## src/rtl/compressed_fetch_ctrl.sv

```systemverilog
// Fetch controller for a mixed 16/32-bit instruction stream: fetches aligned words
// into a 4-halfword queue and issues compressed or full-width instructions to decode.
module compressed_fetch_ctrl #(
  parameter logic [31:0] RESET_PC = 32'h0000_0000
) (
  input  logic        clk,
  input  logic        rst,
  output logic        imem_req,
  output logic [31:0] imem_addr,
  input  logic        imem_ack,
  input  logic [31:0] imem_rdata,
  input  logic        redirect,
  input  logic [31:0] redirect_pc,
  output logic [15:0] exp_in,
  input  logic [31:0] exp_out,
  output logic        inst_valid,
  input  logic        inst_ready,
  output logic [31:0] inst,
  output logic [31:0] inst_pc,
  output logic        inst_is_c,
  output logic [1:0]  fsm_state
);

  localparam logic [1:0] IDLE = 2'd0;
  localparam logic [1:0] WAIT = 2'd1;
  localparam logic [1:0] DROP = 2'd2;

  logic [1:0]  state;
  logic [63:0] q;          // halfword queue, head in [15:0]; slots past count are kept zero
  logic [2:0]  count;
  logic [31:0] pc;
  logic [31:0] fetch_pc;
  logic [31:0] req_addr;
  logic        skip_lo;

  logic        head_c;
  logic        fire;
  logic        push;
  logic [2:0]  pop_n;
  logic [2:0]  push_n;
  logic [2:0]  kept;
  logic [31:0] push_data;
  logic [63:0] q_next;
  logic [2:0]  count_next;

  // Handshakes: imem_req is held with a stable imem_addr until imem_ack; an
  // instruction transfers on inst_valid && inst_ready, and inst/inst_pc/inst_is_c
  // hold while inst_valid is high and inst_ready is low.
  always_comb begin
    head_c     = (q[1:0] != 2'b11);
    inst_valid = !redirect && ((count >= 3'd1 && head_c) || (count >= 3'd2 && !head_c));
    fire       = inst_valid && inst_ready;
    pop_n      = fire ? (head_c ? 3'd1 : 3'd2) : 3'd0;
    push       = (state == WAIT) && imem_ack && !redirect;
    push_n     = !push ? 3'd0 : (skip_lo ? 3'd1 : 3'd2);
    push_data  = skip_lo ? {16'h0000, imem_rdata[31:16]} : imem_rdata;
    kept       = count - pop_n;
    q_next     = q >> {pop_n, 4'b0000};
    if (push) begin
      q_next = q_next | ({32'h0000_0000, push_data} << {kept, 4'b0000});
    end
    count_next = kept + push_n;
  end

  assign exp_in    = q[15:0];
  assign inst      = !inst_valid ? 32'h0000_0000 : (head_c ? exp_out : q[31:0]);
  assign inst_is_c = inst_valid && head_c;
  assign inst_pc   = pc;
  assign imem_req  = (state != IDLE);
  assign imem_addr = (state == IDLE) ? fetch_pc : req_addr;
  assign fsm_state = state;

  always_ff @(posedge clk or posedge rst) begin
    if (rst) begin
      state    <= IDLE;
      q        <= 64'h0;
      count    <= 3'd0;
      pc       <= RESET_PC;
      fetch_pc <= {RESET_PC[31:2], 2'b00};
      req_addr <= {RESET_PC[31:2], 2'b00};
      skip_lo  <= RESET_PC[1];
    end else begin
      if (redirect) begin
        q        <= 64'h0;
        count    <= 3'd0;
        pc       <= redirect_pc;
        fetch_pc <= {redirect_pc[31:2], 2'b00};
        skip_lo  <= redirect_pc[1];
      end else begin
        q     <= q_next;
        count <= count_next;
        if (fire) pc <= pc + (head_c ? 32'd2 : 32'd4);
        if (push) begin
          fetch_pc <= fetch_pc + 32'd4;
          skip_lo  <= 1'b0;
        end
      end
      // A fetch only starts when the queue can absorb a full word.
      case (state)
        IDLE: if (!redirect && count <= 3'd2) begin
          state    <= WAIT;
          req_addr <= fetch_pc;
        end
        WAIT: begin
          if (imem_ack) state <= IDLE;
          else if (redirect) state <= DROP;
        end
        DROP: if (imem_ack) state <= IDLE;
        default: state <= IDLE;
      endcase
    end
  end

endmodule

```

## config.mk

```make
export PLATFORM = sky130hd
export DESIGN_NAME = compressed_fetch_ctrl
export DESIGN_NICKNAME = d
export VERILOG_FILES = /design/src/rtl/compressed_fetch_ctrl.sv
export SDC_FILE = /design/constraint.sdc
export NUM_CORES = 1
export LEC_CHECK = 0
export ABC_AREA = 1
export ABC_CLOCK_PERIOD_IN_PS = 5450
export BUFFER_PORTS_ARGS = -buffer_cell sky130_fd_sc_hd__buf_2
export CAP_MARGIN = 10
export CORE_MARGIN = 4
export CORE_UTILIZATION = 50
export DETAILED_ROUTE_END_ITERATION = 7
export PLACE_DENSITY = 0.76
export RECOVER_POWER = 50
export SYNTH_ARGS = -nofsm -noshare
export SYNTH_HDL_FRONTEND = slang
export SYNTH_SLANG_ARGS = --single-unit
```

## constraint.sdc

```tcl
create_clock -name clk -period 5.45 [get_ports clk]
set_input_delay 0.545 -clock clk [delete_from_list [all_inputs] [get_ports clk]]
set_output_delay 0.545 -clock clk [all_outputs]
set_load 0.005 [all_outputs]
```

* After elaboration in Yosys (flattened, before gate mapping)
Cells that the tools add are included.
** Word-level totals
- Register bits after elaboration :: 166
- Input port bits :: 101
- Output and inout bits :: 117
- Word-level logic and storage cells :: 63
** Operators by class
- Add/sub/neg operators :: 4
- $lt $le $gt $ge :: 3
- Equal/unequal tests :: 6
- Shift operators :: 2
- Muxes and demuxes :: 23
- Bitwise logic cells :: 1
- Reduce and logical (&&, ||, !) cells :: 17
** Operators with widths (count)
- $mux W32 :: 8
- $mux W64 :: 2
- $or A64 B64 Y64 :: 1
- $shl A32 B7 Y64 :: 1
- $shr A64 B6 Y64 :: 1
- $add A32 B3 Y32 :: 1
- $add A32 B3 Y32 const B :: 1
- $mux W2 :: 8
- $logic_and A1 B1 Y1 :: 8
- $mux W3 :: 2
- $pmux W2 S3 :: 1
- $reduce_bool A2 Y1 :: 3
- $ne A2 B2 Y1 const B :: 2
- $add A3 B2 Y3 :: 1
- $ge A3 B1 Y1 const B :: 1
- $ge A3 B2 Y1 const B :: 1
- $le A3 B2 Y1 const B :: 1
- $ne A3 B3 Y1 const B :: 1
- $reduce_and A3 Y1 :: 1
- $sub A3 B2 Y3 :: 1
- $eq A2 B1 Y1 const B :: 1
- $eq A2 B2 Y1 const B :: 1
- $logic_not A1 Y1 :: 2
- $logic_not A2 Y1 :: 1
- 4 further kinds :: 5

* Longest topological paths before layout
- Depth after elaboration :: 12
- Gate-level depth with buffers :: 18
- Depth with buffers taken out :: 17

* Least setup slack after synthesis
No wires, ideal clock.
- Kind :: input -> register
- Start point :: input redirect
- End point :: register count[1]
- Library setup time :: 0.132 ns
- Arrival time :: 2.534 ns
- Data required time :: 5.318 ns
- Setup slack :: 2.784 ns
- Cell stages on the path :: 11
- Buffers on the path :: 1
- Cell sequence :: inv_1 > nand2_2 > nor2_8 > nand2_2 > inv_2 > buf_2 > fa_1 > inv_1 > fa_1 > inv_1 > nor2_1
** On the way
- Longest elaborated chain between the ends :: 7
- Elaborated cells on any way between the ends :: 9
- Those cells by class :: add/sub: 2; mux: 3; reduce/logical: 4
** Ends and longest elaborated chain
- start: declaration :: RTL line 12 : input logic redirect,
- $logic_not A1 Y1 :: RTL line 51, 54
- $logic_and A1 B1 Y1 :: RTL line 51 : inst_valid = !redirect && ((count >= 3'd1 && head_c) || (count >= 3'd2 && !head_c));
- $logic_and A1 B1 Y1 :: RTL line 52 : fire = inst_valid && inst_ready;
- $mux W2 :: RTL line 53 : pop_n = fire ? (head_c ? 3'd1 : 3'd2) : 3'd0;
- $sub A3 B2 Y3 :: RTL line 57 : kept = count - pop_n;
- $add A3 B2 Y3 :: RTL line 62 : count_next = kept + push_n;
- $mux W3 * :: RTL line 83 : if (redirect) begin
- end signal: assignment :: RTL line 91 : count <= count_next;
- end: declaration :: RTL line 30 : logic [2:0] count;
Mark *: on every way between the ends. The rest lies on a longest branch, timed or not.
A chain may end at the register's enable or synchronous reset.

* Worst setup path in the final report
- Start point :: input redirect
- End point :: register pc[1] (netlist: inst_pc[1])
** On the way
- Longest elaborated chain between the ends :: 4
- Elaborated cells on any way between the ends :: 5
- Those cells by class :: mux: 1; reduce/logical: 4
** Ends and longest elaborated chain
- $logic_not A1 Y1 :: RTL line 51
- $logic_and A1 B1 Y1 :: RTL line 51
- $logic_and A1 B1 Y1 :: RTL line 52
- $reduce_bool A2 Y1 (no source line)
- end signal: assignment :: RTL line 86 : pc <= redirect_pc;
- end signal: assignment :: RTL line 92 : if (fire) pc <= pc + (head_c ? 32'd2 : 32'd4);
- end: declaration :: RTL line 31 : logic [31:0] pc;
Several ways; a longest one is shown, not always the timed one.

==> metrics.yaml <==
yosys.area_share.adder_pct: 0.935
worstMarginPinSlew_ps: 4000
hold_buffers: 0
start_util_pct: 51.3
wl_per_cell_um: 17.3
design.die.area_mm2: 0.0233
path_max_fanout: 82
internal-power_mw: 2.51
fin_cells: 1982
synth_area_leaders: "dfrtp_1, nand2_1, o21ai_0"
avgViaCountPerCell: 5.59
syn_avg_cell_area_um2: 6.76
drt-total-wl_um: 34200
status: "finished with violations"
finalSetupTns_ps: 0
cts_root_buf: "clkbuf_16"
antenna_found_initial: 0
setup_ws_ps: 651
grt_usage_pct: 28.8
area_delta_synth_final_pct: 14.9
r2r_cells: 16
setup_viol: 0
synth-edff-count: 0
final_nets: 1806
fin_worst_skew_ps: 11.4
dp_hpwl_um: 24000
diodes: 0
cp_slowest_cell: "clkbuf_1"
period_minus_slack_ps: 4800
whs_ps: 316
yosys.area.top_type: "dfrtp_1"
hold_viol_final: 0
holdPathStages: 3
numCtsBuffers: 17
layout-drive-gt1-share_pct: 14.6
ir_worst_vdd_mv: 0.193
max_freq_ghz: 0.208
core_mm2: 0.0204
grt_start_max_net_pins: 83
portBuffers: 215
yosys_register_bits: 162
post-cts-setup-buffers: 0
path_clk_slew_ps: 70
reg2reg_slack_ps: 770
slew_violations: 194
clock_path_buffers: 2
startpoint_type: "primary input"
die_x_um: 152
combPwrFrac_pct: 31.9
crit_chain: "clkbuf_1 -> clkbuf_1 -> nor2_4 -> inv_2 -> nor2_1 -> a31oi_1"
yosys.cell_count.top_type: "nand2_1"
synth_compound_area_share_pct: 17.0
timing.rr.start: "q[1]"
seqPwrFrac_pct: 40.0
finalCritPeriodShare_pct: 88.0
rsz0062_at_grt: "no"
max_stage_delay_ps: 2820
drt_first_pass_iters: 6
synth_xor_area_share_pct: 2.01
postRouteAntennaNets: 0
syn-cell-area_mm2: 0.0104
total_power_mw: 4.11
synth_top_family_by_area: "simple AND/OR/NAND/NOR gates"
post_dp_cell_area_mm2: 0.0115
synthCells: 1545
synth-seq-area-share_pct: 38.8
grt_overflow_total: 0
row_count: 52
dpl_worst_slack_ps: 916
synth_top_area_share_pct: 38.8
cts_sinks: 162
grt_pass1_vias: 10253
synth_simple_gate_area_share_pct: 29.8
crit_type: "primary input to register"
finalInstanceArea_mm2: 0.0120
placed_cells: 1950
dieHeight_um: 152
required_ps: 5800
ys_warn_count: 0
utilization_pct: 58.9
ios: 218
synth_flop_cell: "dfrtp_1"
htree_levels: 4
clock_power_share_pct: 28.1
max_slew_margin_pct: -167
synth.distinct_cells: 42
violations: "capacitance limit, slew limit"
grt_pass1_wl_um: 54800
drt_iter0_drc: 1254
power.switching_mw: 1.60
synthArstFlopShare_pct: 100
clk-insertion-delay-late_ps: 440
power.density_mw_per_mm2: 343
post-route-drc-count: 0
hp-start: "redirect_pc[0]"
synth_mux_area_share_pct: 0
whs_endpoint: "inst_pc[0]"
swShare_pct: 39.0
gp_congestion: 0.941
cp.arrival_ps: 5140
drv_cap: 3
cts_tree: "done"
vias: 11077
power_leakage_nw: 5.87
crit_path_end_kind: "register"
ctsResizeCount: 0
crit_top_cell: "clkbuf_1"
synthTopCellsByCount: "nand2_1, inv_1, o21ai_0"
hp-class: "primary input to register"
reg2reg_to: "q[45]"
[cells by family after synthesis]
kind of cell               count (synthesis)
AOI/OAI and AO/OA                        327
and+or+nand+nor                          739
DFF                                      162
xor gates and xnor gates                  24
other                                      1
adders and majority gates                  6
buffers and inverters                    286
[critical path, delay by kind of cell]
family / cells / cell delay [ps]
buf+inv: 3 / 3820
simple gates: 2 / 540
compound gates: 1 / 160
[worst max path at each step]
stage | startpoint | endpoint | slack [ps]
after floorplan | rst | count[0] | 530
after global placement | q[1] | q[42] | 1070
after detailed placement | q[1] | q[42] | 920
after CTS | q[1] | q[45] | 870
after global routing | redirect | inst_pc[24] | 330
final | redirect | inst_pc[1] | 650
[cell type report]
type | instances | area, um^2
Multi-Input combinational cell | 1098 | 5200
Tap cell | 270 | 338
Clock buffer | 20 | 457
Timing Repair Buffer | 228 | 1120
Fill cell | 1965 | 8380
Inverter | 192 | 722
Clock inverter | 12 | 98.8
Sequential cell | 162 | 4050
[per-layer routing]
metal  vias up  global-route usage [%]  wire length, um
li1       5299                       -                -
met1      5159                    42.0            14900
met2       563                    42.8            14900
met3        56                    7.70             3750
met4         0                    7.34              679
met5         -                       0                0
[state kept, by name (all words and copies together) (netlist names)]
| signal | flops |
|---|---|
| inst_pc | 32 |
| count | 3 |
| req_addr | 30 |
| fetch_pc | 30 |
| q | 64 |
| fsm_state | 2 |
| skip_lo | 1 |
[cell usage in the layout, fill, tap and decap left out, drive strengths merged, types with 9 or more instances in the layout]
cell      n
nor3     37
nand3   129
o21ai   170
inv     193
o211ai   15
nand4    11
nor2    104
xor2     22
a31oi    11
clkbuf   55
buf     193
nand2   455
dfrtp   162
a21oi   104
o221ai    9
[power groups by stage]
| stage | Sequential (mW) | Clock (mW) | Combinational [mW] |
|---|---|---|---|
| global placement | 1.64 | 0 | 1.28 |
| CTS | 1.64 | 1.16 | 1.31 |
| global route | 1.67 | 1.21 | 1.48 |
| detailed placement | 1.66 | 0 | 1.31 |
| finish | 1.65 | 1.16 | 1.31 |
| floorplan | 1.60 | 0 | 0.885 |
Power figures use the tool's default switching activity.
